==> src/rtl/posit_round_pkg.sv <==
// Shared types, default widths and regime-to-fraction-length helper for the posit round stage.
// Used by posit_frac_round_p, whose RNE rounding is enabled with POSIT_ROUND_RNE_EN.
package posit_round_pkg;

    localparam int DEF_IN_W    = 64;
    localparam int DEF_OUT_W   = 32;
    localparam int DEF_K_W     = 6;
    localparam int DEF_NBT_POS = 26;
    localparam int DEF_NBT_NEG = 27;

    typedef enum logic [2:0] {
        IDLE,
        LOAD,
        MASK,
        ROUND,
        DONE
    } state_t;

    function automatic int nbt_calc(input int k_s, input int k_w, input int nbt_pos,
                                    input int nbt_neg, input int out_w);
        int abs_k;
        int nbt;
        // |k| is a k_w-bit negate: the most negative k stays negative, pushing nbt to the top clamp
        abs_k = (k_s == -(1 << (k_w - 1))) ? k_s : -k_s;
        nbt   = (k_s >= 0) ? (nbt_pos - k_s) : (nbt_neg - abs_k);
        if (nbt < 0) begin
            nbt = 0;
        end else if (nbt > out_w) begin
            nbt = out_w;
        end
        return nbt;
    endfunction

endpackage

==> src/rtl/round_mask_gen.sv <==
// Combinational decode of the kept-fraction length nbt into keep mask, kept-LSB one-hot
// and the mask of bits below the guard position.
module round_mask_gen #(
    parameter int OUT_W = 32,
    parameter int NBT_W = $clog2(OUT_W + 1)
) (
    input  logic [NBT_W-1:0] nbt_i,
    output logic [OUT_W-1:0] mask_o,
    output logic [OUT_W-1:0] lsb_oh_o,
    output logic [OUT_W-1:0] stk_mask_o
);

    localparam logic [OUT_W-1:0] ONES = '1;
    localparam logic [OUT_W-1:0] ONE  = OUT_W'(1);

    always_comb begin
        mask_o     = ~(ONES >> nbt_i);
        stk_mask_o = (~mask_o) >> 1;
        lsb_oh_o   = (nbt_i == '0) ? '0 : (ONE << (OUT_W - int'(nbt_i)));
    end

endmodule

==> src/rtl/posit_frac_round_p.sv <==
// Posit fraction extractor/rounder: keeps nbt fraction MSBs, truncates or rounds to nearest-even.
// Define POSIT_ROUND_RNE_EN for RNE; otherwise pure truncation with identical latency.
module posit_frac_round_p
    import posit_round_pkg::*;
#(
    parameter int IN_W    = DEF_IN_W,
    parameter int OUT_W   = DEF_OUT_W,
    parameter int K_W     = DEF_K_W,
    parameter int NBT_POS = DEF_NBT_POS,
    parameter int NBT_NEG = DEF_NBT_NEG
) (
    input  logic             clk,
    input  logic             rst,
    input  logic             start,
    input  logic [IN_W-1:0]  mant_in,
    input  logic [K_W-1:0]   k_in,
    output logic [OUT_W-1:0] mant_out,
    output logic             round_cy,
    output logic             inexact,
    output logic             busy,
    output logic             done
);

    localparam int NBT_W = $clog2(OUT_W + 1);
    localparam int LOW_W = IN_W - 2 - OUT_W;
    localparam logic [NBT_W-1:0] NBT_FULL = NBT_W'(OUT_W);

    state_t state_q, state_d;
    logic [IN_W-1:0]  mant_q, mant_d;
    logic [K_W-1:0]   k_q, k_d;
    logic [NBT_W-1:0] nbt_q, nbt_d;
    logic [OUT_W-1:0] kept_q, kept_d;
    logic             guard_q, guard_d;
    logic             sticky_q, sticky_d;
    logic             lsb_q, lsb_d;
    logic [OUT_W-1:0] mant_out_q, mant_out_d;
    logic             round_cy_q, round_cy_d;
    logic             inexact_q, inexact_d;
    logic             done_q;

    logic [OUT_W-1:0] ext, mask, lsb_oh, stk_mask;
    logic [LOW_W-1:0] low;
    logic             rnd_up;
    logic [OUT_W:0]   sum;
    logic             unused_top;

    assign ext        = mant_q[IN_W-3 -: OUT_W];
    assign low        = mant_q[LOW_W-1:0];
    assign unused_top = ^mant_q[IN_W-1:IN_W-2];

    round_mask_gen #(
        .OUT_W (OUT_W),
        .NBT_W (NBT_W)
    ) u_mask_gen (
        .nbt_i      (nbt_q),
        .mask_o     (mask),
        .lsb_oh_o   (lsb_oh),
        .stk_mask_o (stk_mask)
    );

`ifdef POSIT_ROUND_RNE_EN
    assign rnd_up = (nbt_q != '0) && guard_q && (sticky_q || lsb_q);
`else
    logic unused_lsb;
    assign rnd_up     = 1'b0;
    assign unused_lsb = lsb_q;
`endif

    assign sum = {1'b0, kept_q} + ({{OUT_W{1'b0}}, rnd_up} << (OUT_W - int'(nbt_q)));

    always_comb begin
        state_d    = state_q;
        mant_d     = mant_q;
        k_d        = k_q;
        nbt_d      = nbt_q;
        kept_d     = kept_q;
        guard_d    = guard_q;
        sticky_d   = sticky_q;
        lsb_d      = lsb_q;
        mant_out_d = mant_out_q;
        round_cy_d = round_cy_q;
        inexact_d  = inexact_q;
        unique case (state_q)
            IDLE: begin
                if (start) begin
                    state_d = LOAD;
                    mant_d  = mant_in;
                    k_d     = k_in;
                end
            end
            LOAD: begin
                state_d = MASK;
                nbt_d   = NBT_W'(nbt_calc(int'($signed(k_q)), K_W, NBT_POS, NBT_NEG, OUT_W));
            end
            MASK: begin
                state_d = ROUND;
                kept_d  = ext & mask;
                lsb_d   = |(ext & lsb_oh);
                // full-width keep: guard and sticky come entirely from below the window
                if (nbt_q == NBT_FULL) begin
                    guard_d  = low[LOW_W-1];
                    sticky_d = |low[LOW_W-2:0];
                end else begin
                    guard_d  = |(ext & ~mask & ~stk_mask);
                    sticky_d = (|(ext & stk_mask)) | (|low);
                end
            end
            ROUND: begin
                state_d    = DONE;
                mant_out_d = sum[OUT_W-1:0];
                round_cy_d = sum[OUT_W];
                inexact_d  = guard_q | sticky_q;
            end
            DONE: begin
                state_d = IDLE;
            end
            default: begin
                state_d = IDLE;
            end
        endcase
    end

    always_ff @(posedge clk or posedge rst) begin
        if (rst) begin
            state_q    <= IDLE;
            mant_q     <= '0;
            k_q        <= '0;
            nbt_q      <= '0;
            kept_q     <= '0;
            guard_q    <= 1'b0;
            sticky_q   <= 1'b0;
            lsb_q      <= 1'b0;
            mant_out_q <= '0;
            round_cy_q <= 1'b0;
            inexact_q  <= 1'b0;
            done_q     <= 1'b0;
        end else begin
            state_q    <= state_d;
            mant_q     <= mant_d;
            k_q        <= k_d;
            nbt_q      <= nbt_d;
            kept_q     <= kept_d;
            guard_q    <= guard_d;
            sticky_q   <= sticky_d;
            lsb_q      <= lsb_d;
            mant_out_q <= mant_out_d;
            round_cy_q <= round_cy_d;
            inexact_q  <= inexact_d;
            done_q     <= (state_q == DONE);
        end
    end

    assign mant_out = mant_out_q;
    assign round_cy = round_cy_q;
    assign inexact  = inexact_q;
    assign busy     = (state_q != IDLE);
    assign done     = done_q;

endmodule

==> config.mk <==
export PLATFORM = sky130hd
export DESIGN_NAME = posit_frac_round_p
export DESIGN_NICKNAME = d
export VERILOG_FILES = /design/src/rtl/posit_round_pkg.sv /design/src/rtl/round_mask_gen.sv /design/src/rtl/posit_frac_round_p.sv
export SDC_FILE = /design/constraint.sdc
export NUM_CORES = 1
export LEC_CHECK = 0
export CELL_PAD_IN_SITES_DETAIL_PLACEMENT = 1
export CELL_PAD_IN_SITES_GLOBAL_PLACEMENT = 1
export CORE_MARGIN = 10
export CORE_UTILIZATION = 45
export CTS_CLUSTER_SIZE = 25
export DETAILED_ROUTE_END_ITERATION = 7
export PLACE_DENSITY_LB_ADDON = 0.1
export REMOVE_ABC_BUFFERS = 1
export SLEW_MARGIN = 0
export SYNTH_ARGS = -nofsm -noshare
export SYNTH_HDL_FRONTEND = slang
export SYNTH_SLANG_ARGS = --single-unit
export TNS_END_PERCENT = 10
==> constraint.sdc <==
create_clock -name clk -period 15.7 [get_ports clk]
set_clock_uncertainty 0.15 [all_clocks]
set_input_delay 3.925 -clock clk [delete_from_list [all_inputs] [get_ports clk]]
set_output_delay 3.925 -clock clk [all_outputs]
set_load 0.05 [all_outputs]
==> run_results.csv, run 1 <==
group,metric,value,unit
final_layout,drive_above_1_share,0.138,
setup_path,crit_type,"flop to primary output",
final_layout,final_common_cell,"nand2_1",
floorplanning,io_pins,109,
cts,cts_tree,"yes",
detailed_routing,drt_wl_total,21400,µm
detailed_routing,ant_nets,0,
floorplanning,die_h,147,µm
timing,setup_violations,0,
grt,overflow,0,
setup_path,cp_max_fo,9,
cts,cts_buffer_depth,2,
timing,finalWorstSetupSlack,9.53,ns
timing,period_needed,6.17,ns
place,place_inst,1029,
synthesis,seq_area_frac_synth,0.502,
pwr,combPwrFrac,0.460,
final_layout,nets,917,
cts,cts.sinks,145,
grt,grt.total_usage,0.200,
timing,rsz0062_at_grt,"no",
status,status,"finished clean",
floorplanning,core_area,0.0158,mm²
setup_path,critPathMaxStageDelay,0.74,ns
place,gp_congestion,0.896,
floorplanning,initial_core_util,0.457,
setup_path,worst-path-buf-inv,1,
cts,insertion_delay,0.43,ns
pwr,p_clk_frac,0.199,
setup_path,worst_setup_path_end_kind,"primary output",
cts,hold_buffers,0,
synthesis,postSynth.asyncResetShare,1.00,
setup_path,critical_path_arrival,2.09,ns
final_layout,final_cell_mix,"nand2_1, dfrtp_1, clkdlybuf4s50_1",
synthesis,yosys_warnings,0,
pwr,swShare,0.446,
synthesis,syn_inst,751,
setup_path,critPathTopFamily,"buffers and inverters",
synthesis,synth_edf_count,0,
worst_hold_path,worstHoldPathType,"flop to flop",
synthesis,avgSynthCellArea,9.63,µm²
floorplanning,die_x,147,µm
cts,cts_setup_buffers,0,
final_layout,antenna_cells,0,
final_layout,post-route-util,0.570,
synthesis,synthFlopType,"dfrtp_1",
detailed_routing,viasPerCell,5.72,
cts,cts_made_buffers,17,
grt,grt_pass1_vias,6545,
cts,cts_resized,0,
job,max_cap_viol_count,0,
timing,slew_violations,0,
grt,antenna_found_initial,0,
pwr,internal_power,0.00115,W
pwr,max-vdd-ir-drop,116,µV
final_layout,synthToLayoutAreaGrowth,24.7,%
detailed_routing,drt_pass1_iterations,5,
floorplanning,die_area,0.0215,mm²
place,dp_hpwl,15200,µm
floorplanning,num_rows,46,
timing,hold_viol_final,0,
pwr,p_sw,0.000927,W
detailed_routing,via_count,6070,
timing,max_freq,162,MHz
grt,grt_max_degree,76,
synthesis,ys_seq_elements,145,
final_layout,num-fill-cells,1737,
grt,grt_pass1_wl,34900,µm
synthesis,ys_types,68,
timing,tns,0,ns
detailed_routing,drc,0,
detailed_routing,drt_iter0_markers,395,
timing,post-route-period-util,0.393,
place,dp_slack,9.61,ns
timing,maxSlewHeadroom,0.242,
synthesis,syn_area,0.00723,mm²
place,numPortBuffers,105,
setup_path,startpoint_type,"flop",
setup_path,path_cells,"or3_1 > clkdlybuf4s50_1",
final_layout,instances_no_fill,1061,
setup_path,critPathSlowestCell,"clkdlybuf4s50_1",
setup_path,crit_required,11.63,ns
pwr,sequentialPowerShare,0.341,
cts,cts-root-buf,"clkbuf_16",
detailed_routing,wl_per_cell,20.2,µm
cts,path_clk_slew,0.06,ns
cts,htree_levels,4,
timing,worstMarginPinSlew,1.14,ns
pwr,power.density,230,mW/mm²
pwr,p_leak,3.87,nW
## logic make-up after synthesis
kind of cell	after synthesis	share of synthesized area
simple gates	318	0.204
flops	145	0.502
compound gates	136	0.124
mux	68	0.105
buf+inv	62	0.0332
fa+ha+maj	12	0.0208
xor+xnor	9	0.0109
other cells	1	0.000519
## area by class of cell
| class | count | area, µm² | share of cell area |
|---|---|---|---|
| Tap cell | 216 | 270 | 0.0300 |
| Clock buffer | 17 | 425 | 0.0472 |
| Clock inverter | 15 | 176 | 0.0196 |
| Timing Repair Buffer | 110 | 1090 | 0.121 |
| Inverter | 14 | 57.6 | 0.00638 |
| Sequential cell | 145 | 3630 | 0.402 |
| Multi-Input combinational cell | 544 | 3370 | 0.374 |
## state kept, by name (all words and copies together) (netlist names), 3 cells and up
name / cells
nbt_q: 6
k_q: 6
state_q: 3
mant_q: 62
kept_q: 32
mant_out: 32
## routing by layer
| metal | wire length, µm | track usage | vias to the layer above |
|---|---|---|---|
| li1 | - | - | 2830 |
| met2 | 11000 | 0.345 | 140 |
| met5 | 0 | 0 | - |
| met3 | 1040 | 0.0584 | 34 |
| met1 | 9030 | 0.235 | 3066 |
| met4 | 363 | 0.0601 | 0 |
## tightest hold or removal path: stages (launching register included)
cell	delay (ns)
dfrtp_1	0.34
nand2_1	0.05
nand2_1	0.05
## metrics by stage
stage               area, µm²  power, W  hold WS (ns)
floorplan                7040   0.00133         0.289
global placement         8420   0.00162         0.300
detailed placement       8420   0.00167         0.308
CTS                      9020   0.00209         0.323
global route             9020   0.00222         0.345
finish                   9020   0.00208         0.319
## final timing paths
path | start | endpoint | slack, ns | cells past startpoint
hold reg to reg | kept_q[20] | mant_out[20] | 0.32 | 2
min in group asynchronous | rst | mant_out[27] | 3.82 | 2
setup reg to reg | k_q[0] | nbt_q[5] | 11.47 | 12
hold / removal | kept_q[20] | mant_out[20] | 0.32 | 2
setup / recovery | state_q[1] | busy | 9.53 | 2
max in group asynchronous | rst | mant_q[9] | 10.25 | 3
## cells in the mapped netlist, types with 3 or more instances
master,number,area (µm²)
o211ai_1,3,22.5
a21oi_1,24,120
o211ai_2,4,50.1
a32oi_1,3,26.3
buf_2,3,15.0
nand2_1,189,709
nor4_1,13,81.3
inv_1,14,52.6
buf_1,4,15.0
xor2_1,3,26.3
nand3_1,20,100
nor3b_1,4,30.0
nand2b_1,6,37.5
mux2i_1,3,30.0
o22ai_1,4,25.0
ha_1,12,150
o21ai_0,48,240
o31ai_1,5,37.5
mux2_2,64,721
and2_1,3,18.8
and4_1,3,26.3
a32o_1,3,30.0
nor3_1,10,50.1
a31oi_1,9,56.3
or3_1,5,31.3
and3_1,8,50.1
a22oi_1,3,22.5
or4_1,3,22.5
dfrtp_1,145,3630
nor2_1,30,113
clkbuf_1,40,150
nand4_1,8,50.1
xnor2_1,6,52.6
## power groups by stage
| stage | clock network [W] | registers (W) | logic, W |
|---|---|---|---|
| 2_1_floorplan | 0 | 0.000783 | 0.000548 |
| 3_3_place_gp | 0 | 0.000699 | 0.000922 |
| 3_5_place_dp | 0 | 0.000710 | 0.000956 |
| 4_1_cts | 0.000422 | 0.000706 | 0.000966 |
| 5_1_grt | 0.000440 | 0.000730 | 0.00105 |
| 6_report | 0.000414 | 0.000708 | 0.000954 |
Note: power is estimated with default switching activity, not from simulation.
==> inputs of run 2 (changes only) <==
CORE_UTILIZATION = 42   (was 45)
clock period = 6.29 ns   (was 15.7 ns; I/O delays follow)
==> run 2 against run 1 <==
Net effect:
- final cell count increased by 0.57%
- die area rose by 6.2%
- sequential power increased by 150%
- sequential share of layout area about the same
- combinational power grew 150%
- global-route usage decreased by 0.82 points
- critical path type is now flop to flop
- critical endpoint is now nbt_q[5]
- largest power group unchanged
==> run_results.csv, run 2 (synthesis gave the netlist of run 1 again) <==
group,metric,value,unit
worst_hold_path,worstHoldPathType,"flop to flop",
cts,cts_made_buffers,17,
detailed_routing,drt_iter0_markers,330,
place,dp_hpwl,15200,µm
grt,overflow,0,
grt,grt.total_usage,0.191,
timing,finalWorstSetupSlack,2.17,ns
timing,worstMarginPinSlew,1.14,ns
status,status,"finished clean",
floorplanning,die_h,151,µm
setup_path,critical_path_arrival,4.27,ns
detailed_routing,drt_pass1_iterations,4,
final_layout,synthToLayoutAreaGrowth,24.8,%
timing,slew_violations,0,
floorplanning,die_x,151,µm
place,dp_slack,2.15,ns
timing,hold_viol_final,0,
floorplanning,io_pins,109,
floorplanning,num_rows,47,
place,gp_congestion,0.927,
pwr,p_leak,3.88,nW
floorplanning,core_area,0.0168,mm²
timing,setup_violations,0,
final_layout,top_register,"mant_q",
grt,grt_pass1_wl,34800,µm
timing,period_needed,4.12,ns
timing,post-route-period-util,0.655,
cts,insertion_delay,0.43,ns
cts,path_clk_slew,0.06,ns
floorplanning,die_area,0.0229,mm²
detailed_routing,via_count,5949,
job,max_cap_viol_count,0,
timing,max_freq,243,MHz
setup_path,worst_setup_path_end_kind,"flop",
final_layout,drive_above_1_share,0.140,
setup_path,crit_type,"flop to flop",
timing,maxSlewHeadroom,0.240,
cts,cts_buffer_depth,2,
pwr,power.density,569,mW/mm²
pwr,max-vdd-ir-drop,270,µV
cts,hold_buffers,0,
setup_path,cp_max_fo,12,
grt,grt_max_degree,76,
floorplanning,initial_core_util,0.432,
final_layout,antenna_cells,0,
detailed_routing,drt_wl_total,21300,µm
cts,cts_setup_buffers,0,
timing,rsz0062_at_grt,"no",
cts,cts_tree,"yes",
setup_path,startpoint_type,"flop",
cts,cts-root-buf,"clkbuf_16",
detailed_routing,drc,0,
final_layout,largest_reg_flops,62,
final_layout,final_cell_mix,"nand2_1, dfrtp_1, clkdlybuf4s50_1",
setup_path,crit_required,6.44,ns
grt,antenna_found_initial,0,
grt,grt_pass1_vias,6489,
detailed_routing,ant_nets,0,
cts,cts.sinks,145,
final_layout,nets,919,
place,numPortBuffers,105,
detailed_routing,viasPerCell,5.58,
detailed_routing,wl_per_cell,19.9,µm
timing,tns,0,ns
cts,cts_resized,0,
final_layout,final_common_cell,"nand2_1",
cts,htree_levels,4,
==> run 2: cell type report <==
class	count	area [µm²]
fillers	1890	7740
repair buffers	112	1100
well taps	220	275
clock buffers	17	425
inverters	14	57.6
flip-flops and latches	145	3630
multi-input cells	544	3370
clock inverters	15	160
==> run 2: worst paths after layout <==
check | start | endpoint | slack, ns | cells past startpoint
worst max-delay path | k_q[0] | nbt_q[5] | 2.17 | 12
min in group asynchronous | rst | mant_out[18] | 1.48 | 2
worst min-delay path | kept_q[20] | mant_out[20] | 0.32 | 2
worst max register to register | k_q[0] | nbt_q[5] | 2.17 | 12
max in group asynchronous | rst | mant_out[20] | 3.48 | 3
worst min register to register | kept_q[20] | mant_out[20] | 0.32 | 2
==> run 2: power breakdown <==
part / total [W] / switching, W / internal (W)
combinational: 0.00237 / 0.00146 / 0.000916
clock: 0.00101 / 0.000444 / 0.000563
sequential: 0.00176 / 0.000399 / 0.00136
total: 0.00513 / 0.00230 / 0.00283
==> run 2: routing by layer <==
layer | vias up | global-route usage | part of all wire
met1 | 2960 | 0.226 | 0.42
met3 | 30 | 0.0579 | 0.058
li1 | 2820 | - | -
met2 | 139 | 0.324 | 0.50
met4 | 0 | 0.0654 | 0.019
met5 | - | 0 | 0
==> run 2: metrics by stage <==
| step | total power [W] | cell area (µm²) | hold WS [ns] | utilization | std cells |
|---|---|---|---|---|---|
| detailed placement | 0.00414 | 8440 | 0.305 | 0.503 | 1035 |
| global placement | 0.00405 | 8440 | 0.302 | 0.503 | 1035 |
| CTS | 0.00519 | 9020 | 0.321 | 0.538 | 1067 |
| floorplan | 0.00332 | 7040 | 0.289 | - | 703 |
| global route | 0.00551 | 9020 | 0.348 | 0.538 | 1067 |
| finish | 0.00513 | 9020 | 0.317 | 0.538 | 1067 |
==> run 2: critical path, stage by stage, from the launching register on <==
cell and delay [ns]:
dfrtp_1 0.47, inv_1 0.11, ha_1 0.41, and3_1 0.52, nor2_1 0.11, ha_1 0.28
and2_1 0.19, mux2_2 0.31, or3_1 0.37, o22ai_1 0.60, nand2_1 0.15, o32ai_1 0.25
a21oi_1 0.07
==> inputs of run 3 (changes only) <==
clock period = 4.2 ns   (was 6.29 ns; I/O delays follow)
==> run 3 against run 2 <==
Net effect:
- sequential power grew 49%
- combinational power grew 54%
- sequential share of layout area shrank 0.20 points
- die area is the same
- final cell count grew 0.75%
- via count grew 3.9%
- worst setup slack lost 1.7 ns
- flip-flop and latch count is the same
- critical endpoint is now nbt_q[4]
- highest routed layer unchanged
==> run_results.csv, run 3 (synthesis gave the netlist of run 1 again) <==
group,metric,value,unit
status,status,"finished clean",
detailed_routing,via_count,6181,
detailed_routing,wl_per_cell,20.6,µm
setup_path,critPathSlowestCell,"or4_4",
grt,grt_pass1_wl,35700,µm
grt,antenna_found_initial,0,
cts,cts-root-buf,"clkbuf_16",
final_layout,synthToLayoutAreaGrowth,25.4,%
floorplanning,core_area,0.0168,mm²
cts,cts_setup_buffers,0,
pwr,power.density,851,mW/mm²
timing,setup_violations,0,
final_layout,nets,927,
detailed_routing,drt_iter0_markers,296,
floorplanning,io_pins,109,
job,max_cap_viol_count,0,
place,gp_congestion,0.914,
detailed_routing,viasPerCell,5.75,
cts,insertion_delay,0.43,ns
place,dp_slack,0.455,ns
final_layout,antenna_cells,0,
timing,finalWorstSetupSlack,0.483,ns
cts,path_clk_slew,0.07,ns
floorplanning,initial_core_util,0.432,
setup_path,crit_type,"flop to flop",
cts,htree_levels,4,
detailed_routing,drt_pass1_iterations,5,
floorplanning,die_x,151,µm
setup_path,critical_path_arrival,3.86,ns
cts,hold_buffers,0,
setup_path,path_cells,"inv_1 > ha_1 > nand2_1 > ha_1 > or4_4 > or3_4 > nor4_4 > mux2_1 > a211oi_1 > or3_4 > o221ai_2",
detailed_routing,drt_wl_total,22200,µm
place,dp_hpwl,15600,µm
setup_path,critPathTopFamily,"simple AND/OR/NAND/NOR gates",
grt,grt_max_degree,62,
grt,grt.total_usage,0.197,
final_layout,stdcell_area,0.00907,mm²
timing,maxSlewHeadroom,0.229,
cts,cts_tree,"yes",
floorplanning,num_rows,47,
timing,max_freq,269,MHz
detailed_routing,drc,0,
cts,cts.sinks,145,
cts,cts_made_buffers,17,
final_layout,final_cell_mix,"nand2_1, dfrtp_1, clkdlybuf4s50_1",
setup_path,worst_setup_path_end_kind,"flop",
grt,overflow,0,
timing,worstMarginPinSlew,1.16,ns
timing,slew_violations,0,
final_layout,post-route-util,0.541,
setup_path,critPathMaxStageDelay,0.54,ns
final_layout,drive_above_1_share,0.147,
pwr,max-vdd-ir-drop,416,µV
setup_path,worst-path-buf-inv,1,
setup_path,cp_max_fo,11,
place,place_area,0.00851,mm²
setup_path,crit_required,4.35,ns
setup_path,startpoint_type,"flop",
timing,rsz0062_at_grt,"no",
cts,cts_resized,0,
final_layout,final_common_cell,"nand2_1",
timing,hold_viol_final,0,
pwr,report.power.total,0.00772,W
place,numPortBuffers,105,
grt,grt_pass1_vias,6699,
pwr,p_leak,3.91,nW
floorplanning,die_h,151,µm
timing,period_needed,3.72,ns
final_layout,largest_reg_flops,62,
floorplanning,die_area,0.0229,mm²
final_layout,top_register,"mant_q",
worst_hold_path,worstHoldPathType,"flop to flop",
cts,cts_buffer_depth,2,
timing,post-route-period-util,0.885,
detailed_routing,ant_nets,0,
-- run 3: final cells by class --
cell class,count,area [µm²]
Clock buffer,18,439
Tap cell,220,275
Sequential cell,145,3630
Multi-Input combinational cell,544,3370
Clock inverter,14,121
Timing Repair Buffer,120,1180
Inverter,14,57.6
Fill cell,1861,7690
-- run 3: worst min-delay path, cell delays in order (launching register included) --
cell	delay, ns
dfrtp_1	0.34
nand2_1	0.05
nand2_1	0.05
-- run 3: per-stage QoR --
| step | instances | setup TNS [ns] | hold slack, ns |
|---|---|---|---|
| 6_report | 1075 | 0 | 0.312 |
| 5_1_grt | 1075 | 0 | 0.331 |
| 3_5_place_dp | 1043 | 0 | 0.309 |
| 4_1_cts | 1075 | 0 | 0.311 |
| 3_3_place_gp | 1043 | 0 | 0.302 |
| 2_1_floorplan | 703 | -167.49 | 0.289 |
-- run 3: worst paths after layout --
kind                                 start            to  slack, ns  cells after the start
worst max-delay path                k_q[0]      nbt_q[4]       0.48                     11
worst max register to register      k_q[0]      nbt_q[4]       0.48                     11
worst min-delay path            kept_q[19]  mant_out[19]       0.31                      2
worst min register to register  kept_q[19]  mant_out[19]       0.31                      2
min in group asynchronous              rst  mant_out[27]       0.93                      2
max in group asynchronous              rst    kept_q[23]       2.18                      3
-- run 3: routing by layer --
metal / track usage / wire (µm) / vias to the layer above / part of all wire
li1: - / - / 2839 / -
met1: 0.225 / 8810 / 3129 / 0.40
met2: 0.343 / 11500 / 180 / 0.52
met3: 0.0558 / 1340 / 33 / 0.060
met4: 0.0751 / 491 / 0 / 0.022
met5: 0 / 0 / - / 0
-- run 3: where the power goes --
| part | internal (W) | switching (W) |
|---|---|---|
| registers | 0.00203 | 0.000588 |
| clock network | 0.000791 | 0.000652 |
| logic | 0.00142 | 0.00224 |
| total | 0.00424 | 0.00348 |
